File: src/rtl/usb_cmd_master.sv
// Command master for an FTDI-style serial link: sends an address byte (and data byte on writes),
// then streams read-response bytes. Optional receive timeout is enabled by defining USB_CMD_TIMEOUT_EN.
module usb_cmd_master #(
  parameter int unsigned TIMEOUT_CYCLES = 1000000
) (
  input  logic        ftdi_clk,
  input  logic        reset,
  input  logic        cmd_valid,
  output logic        cmd_ready,
  input  logic        cmd_write,
  input  logic [5:0]  cmd_addr,
  input  logic [7:0]  cmd_wdata,
  input  logic [15:0] cmd_len,
  output logic        tx_start,
  output logic [7:0]  tx_data,
  input  logic        tx_busy,
  input  logic        rx_ready,
  input  logic [7:0]  rx_data,
  output logic        rsp_valid,
  output logic [7:0]  rsp_data,
  output logic        rsp_last,
  output logic        done,
  output logic        timeout_err
);

  typedef enum logic [2:0] {
    IDLE, SEND_ADDR, WAIT_ADDR, SEND_DATA, WAIT_DATA, RECV, DONE
  } state_e;

  if (TIMEOUT_CYCLES < 1) begin : g_param_check
    $error("TIMEOUT_CYCLES must be at least 1");
  end

  state_e      state_q, state_d;
  logic        cmd_ready_q;
  logic        write_q;
  logic [5:0]  addr_q;
  logic [7:0]  wdata_q;
  logic [15:0] rem_q;
  logic        wait_first_q;
  logic        rsp_valid_q, rsp_last_q;
  logic [7:0]  rsp_data_q;
  logic        accept, rx_take, timeout_hit;

  assign accept  = cmd_valid && cmd_ready_q;
  assign rx_take = (state_q == RECV) && rx_ready;

`ifdef USB_CMD_TIMEOUT_EN
  localparam int unsigned TO_W = $clog2(TIMEOUT_CYCLES + 1);

  logic [TO_W-1:0] to_cnt_q;
  logic            timeout_err_q;

  // to_cnt_q holds the idle cycles already spent in RECV; this cycle would be the last allowed one
  assign timeout_hit = (state_q == RECV) && !rx_ready &&
                       (to_cnt_q >= TO_W'(TIMEOUT_CYCLES - 1));

  always_ff @(posedge ftdi_clk or posedge reset) begin
    if (reset) begin
      to_cnt_q      <= '0;
      timeout_err_q <= 1'b0;
    end else begin
      if ((state_q != RECV) || rx_ready) to_cnt_q <= '0;
      else                               to_cnt_q <= to_cnt_q + 1'b1;
      if ((state_d == DONE) && (state_q != DONE)) timeout_err_q <= timeout_hit;
    end
  end

  assign timeout_err = timeout_err_q;
`else
  assign timeout_hit = 1'b0;
  assign timeout_err = 1'b0;
`endif

  always_comb begin
    state_d  = state_q;
    tx_start = 1'b0;
    tx_data  = 8'h00;
    case (state_q)
      IDLE: if (accept) state_d = SEND_ADDR;
      SEND_ADDR: begin
        tx_data = {1'b1, write_q, addr_q};
        if (!tx_busy) begin
          tx_start = 1'b1;
          state_d  = WAIT_ADDR;
        end
      end
      // The transmitter may not raise busy until the cycle after the strobe
      WAIT_ADDR: begin
        if (!wait_first_q && !tx_busy)
          state_d = write_q ? SEND_DATA : ((rem_q == 16'd0) ? DONE : RECV);
      end
      SEND_DATA: begin
        tx_data = wdata_q;
        if (!tx_busy) begin
          tx_start = 1'b1;
          state_d  = WAIT_DATA;
        end
      end
      WAIT_DATA: if (!wait_first_q && !tx_busy) state_d = DONE;
      RECV: begin
        if (rx_take && (rem_q == 16'd1)) state_d = DONE;
        else if (timeout_hit)            state_d = DONE;
      end
      DONE:    state_d = IDLE;
      default: state_d = IDLE;
    endcase
  end

  always_ff @(posedge ftdi_clk or posedge reset) begin
    if (reset) begin
      state_q      <= IDLE;
      cmd_ready_q  <= 1'b0;
      write_q      <= 1'b0;
      addr_q       <= 6'd0;
      wdata_q      <= 8'h00;
      rem_q        <= 16'd0;
      wait_first_q <= 1'b0;
      rsp_valid_q  <= 1'b0;
      rsp_last_q   <= 1'b0;
      rsp_data_q   <= 8'h00;
    end else begin
      state_q      <= state_d;
      cmd_ready_q  <= (state_d == IDLE);
      wait_first_q <= tx_start;
      rsp_valid_q  <= rx_take;
      rsp_last_q   <= rx_take && (rem_q == 16'd1);
      if (accept) begin
        write_q <= cmd_write;
        addr_q  <= cmd_addr;
        wdata_q <= cmd_wdata;
        rem_q   <= cmd_write ? 16'd0 : cmd_len;
      end
      if (rx_take) begin
        rsp_data_q <= rx_data;
        if (rem_q != 16'd0) rem_q <= rem_q - 16'd1;
      end
    end
  end

  assign cmd_ready = cmd_ready_q;
  assign rsp_valid = rsp_valid_q;
  assign rsp_last  = rsp_last_q;
  assign rsp_data  = rsp_data_q;
  assign done      = (state_q == DONE);

endmodule

File: config.mk
export PLATFORM = sky130hd
export DESIGN_NAME = usb_cmd_master
export DESIGN_NICKNAME = d
export VERILOG_FILES = /design/src/rtl/usb_cmd_master.sv
export SDC_FILE = /design/constraint.sdc
export NUM_CORES = 1
export LEC_CHECK = 0
export BUFFER_PORTS_ARGS = -buffer_cell sky130_fd_sc_hd__buf_2
export CELL_PAD_IN_SITES_DETAIL_PLACEMENT = 1
export CELL_PAD_IN_SITES_GLOBAL_PLACEMENT = 2
export CORE_UTILIZATION = 34
export CTS_CLUSTER_SIZE = 40
export DETAILED_ROUTE_END_ITERATION = 6
export GPL_TIMING_DRIVEN = 0
export PLACE_DENSITY = 0.83
export SYNTH_ARGS = -nofsm -noshare
export SYNTH_HDL_FRONTEND = slang
export SYNTH_SLANG_ARGS = --single-unit
File: constraint.sdc
create_clock -name ftdi_clk -period 2.9 [get_ports ftdi_clk]
set_input_delay 0.58 -clock ftdi_clk [delete_from_list [all_inputs] [get_ports ftdi_clk]]
set_output_delay 0.58 -clock ftdi_clk [all_outputs]
set_load 0.005 [all_outputs]
==> results.toml <==
[synth]
yosysTopAreaCell = "dfrtp_1"
synth_top_area_share_pct = 46.9
synth.cell_area_um2 = 2450
synth_most_common_cell = "dfrtp_1"
yosys-top-cells-count = "dfrtp_1 (46), nand2_1 (33), nor2_1 (22)"
ys_types = 52
yosysSeqAreaShare_pct = 46.9
synth_edf_count = 0
ys.flop_type = "dfrtp_1"
synth_nets = 293
ys_ff_latch = 46
synth_area_leaders = "dfrtp_1 (47%), mux2_2 (6.9%), nand2_1 (5.0%)"
yosysWarnings = 0
postSynthCellCount = 246
post_synth.cell_area_avg_um2 = 9.97
async_flop_share_pct = 100

[final_layout]
n_antenna_cell = 0
final_util_pct = 43.9
nets = 364
design_area_um2 = 3020
drive_gt1_share_pct = 32.1
syn_to_final_growth_pct = 22.9

[global_route]
antenna_found_initial = 0
grt_overflow = 0
grt_max_degree = 26
groute.usage.overall_pct = 18.5
grt_pass1_vias = 2189
grt_pass1_wl_mm = 10.8

[floorplan]
die_w_um = 87.0
ios = 66
core-area_um2 = 6870
initial_core_util_pct = 35.7
die_y_um = 87.0
dieArea_um2 = 7560
rows = 30

[route]
vias_per_cell = 5.19
dr.max_layer_used = "met4"
wl_met2_mm = 3.14
vias = 2149
wl_met3_um = 241
ant_nets = 0
wl_per_cell_um = 15.6
drt_iter0_markers = 130
drc = 0
wirelength_mm = 6.47
first_pass_iters = 4
wl_met1_mm = 3.01

[sta]
fin_crit_sh_pct = 84.3
setup_ws_ns = 0.456
finalSetupViolCount = 0
timing.setup.tns_ns = 0
period_needed_ns = 2.44
slew_violations = 0
worstMarginPinSlew_ns = 0.685
slew_headroom_pct = 54.2
finClkSkew_ns = 0.0119
finalHoldViolations = 0
rsz0062_at_grt = "no"
clock.fmax_ghz = 0.409

[cts]
worstSkewPairLatency_ns = 0.30
cts_tree = "done"
cts-buffers-inserted = 5
clkSlewWorstSetupHoldPaths_ns = 0.09
post_cts_buffers = 0
cts-root-buf = "clkbuf_8"
ctsLongestPathBuffers = 2
htreeDepth = 2
post_cts_resize_count = 0
cts.sinks = 46
hold_buffers = 0

[pwr]
power_mw = 2.86
power.density_nw_per_um2 = 949
vdd_drop_max_uv = 284
p_leak_nw = 1.43

[critical_path]
cp-start-kind = "register"
critical_path.max_fanout = 9
cp-end-kind = "register"
critical_path_arrival_ns = 2.62
crit_type = "register to register"
cp.required_ns = 3.08

[placed_design]
dp_hpwl_mm = 4.82
place_congestion = 0.782
numPortBuffers = 63
placement.cell_area_um2 = 2910
place_ws_ns = 0.465

[job]
max_cap_violations = 0

[run_status]
outcome = "finished, final reports clean"

[min_path]
hp-class = "input port to asynchronous set/reset pin"
[cell type report]
type                       count  area, µm²
tap                           96        120
multi-input combinational    177       1190
clock inverter                 1       30.0
fill                         816       3850
clock buffer                   7       76.3
timing repair buffer          64        335
buffer                        13       73.8
sequential                    46       1150
inverter                      10       37.5
[report_power, final]
part	internal, mW	switching (mW)	total, mW
Combinational	0.563	0.608	1.17
Sequential	0.939	0.279	1.22
Clock	0.258	0.215	0.473
Total	1.76	1.10	2.86
[registers in the layout, summed over array words and instances (netlist names)]
| name | count |
|---|---|
| state_q | 3 |
| wdata_q | 8 |
| rsp_data | 8 |
| write_q | 1 |
| addr_q | 6 |
| rem_q | 16 |
| wait_first_q | 1 |
| rsp_last | 1 |
| cmd_ready | 1 |
| rsp_valid | 1 |
[placed cells by master, fill, tap and decap left out, drive strengths merged, types with 6 or more instances in the layout]
master | netlist | routed
mux2i | 7 | 7
nor3b | 6 | 6
nor4 | 7 | 7
nand2 | 34 | 34
nand2b | 6 | 6
inv | 10 | 10
clkbuf | 5 | 12
a21oi | 11 | 11
buf | 8 | 72
mux2 | 15 | 15
nor3 | 6 | 6
nor2 | 22 | 22
nand3 | 10 | 10
dfrtp | 46 | 46
o21ai | 8 | 8
[per-layer routing]
| layer | up-vias | GRT usage [%] |
|---|---|---|
| met5 | - | 0 |
| met4 | 0 | 4.24 |
| met3 | 6 | 2.75 |
| met2 | 50 | 31.6 |
| met1 | 1070 | 24.7 |
| li1 | 1023 | - |
[worst paths after layout]
| kind | from | endpoint | slack (ns) | depth (start not counted) |
|---|---|---|---|---|
| worst max-delay path | rem_q[0] | rem_q[12] | 0.46 | 7 |
| worst min-delay path | reset | rem_q[5] | 0.30 | 2 |
| worst max register to register | rem_q[0] | rem_q[12] | 0.46 | 7 |
| worst min register to register | rsp_data[2] | rsp_data[2] | 0.48 | 2 |
| max in group asynchronous | reset | rem_q[0] | 2.08 | 3 |
| min in group ftdi_clk | rx_data[5] | rsp_data[5] | 0.47 | 3 |
[cells by family (layout without fill, tap and decap cells)]
| kind of cell | Yosys count | after routing | share of synthesized area [%] |
|---|---|---|---|
| xor gates and xnor gates | 1 | 1 | 0.357 |
| DFF | 46 | 46 | 46.9 |
| and+or+nand+nor | 105 | 105 | 23.4 |
| adders and majority gates | 3 | 3 | 1.53 |
| other | 1 | 1 | 0.153 |
| AOI/OAI and AO/OA | 45 | 45 | 13.4 |
| muxes | 22 | 22 | 9.74 |
| buffers and inverters | 23 | 95 | 4.54 |
[through the flow]
stage,instances,hold slack (ns)
floorplan,246,0.470
global placement,405,0.453
detailed placement,406,0.467
CTS,414,0.323
global route,414,0.346
finish,414,0.303
[critical path, cell delays in order (launching register included)]
cell	delay, ns
dfrtp_1	0.42
inv_1	0.14
ha_1	0.19
nor3b_1	0.42
nand4_4	0.26
a21boi_1	0.64
nand2_1	0.13
o311ai_0	0.12
Note: power is estimated with default switching activity, not from simulation.
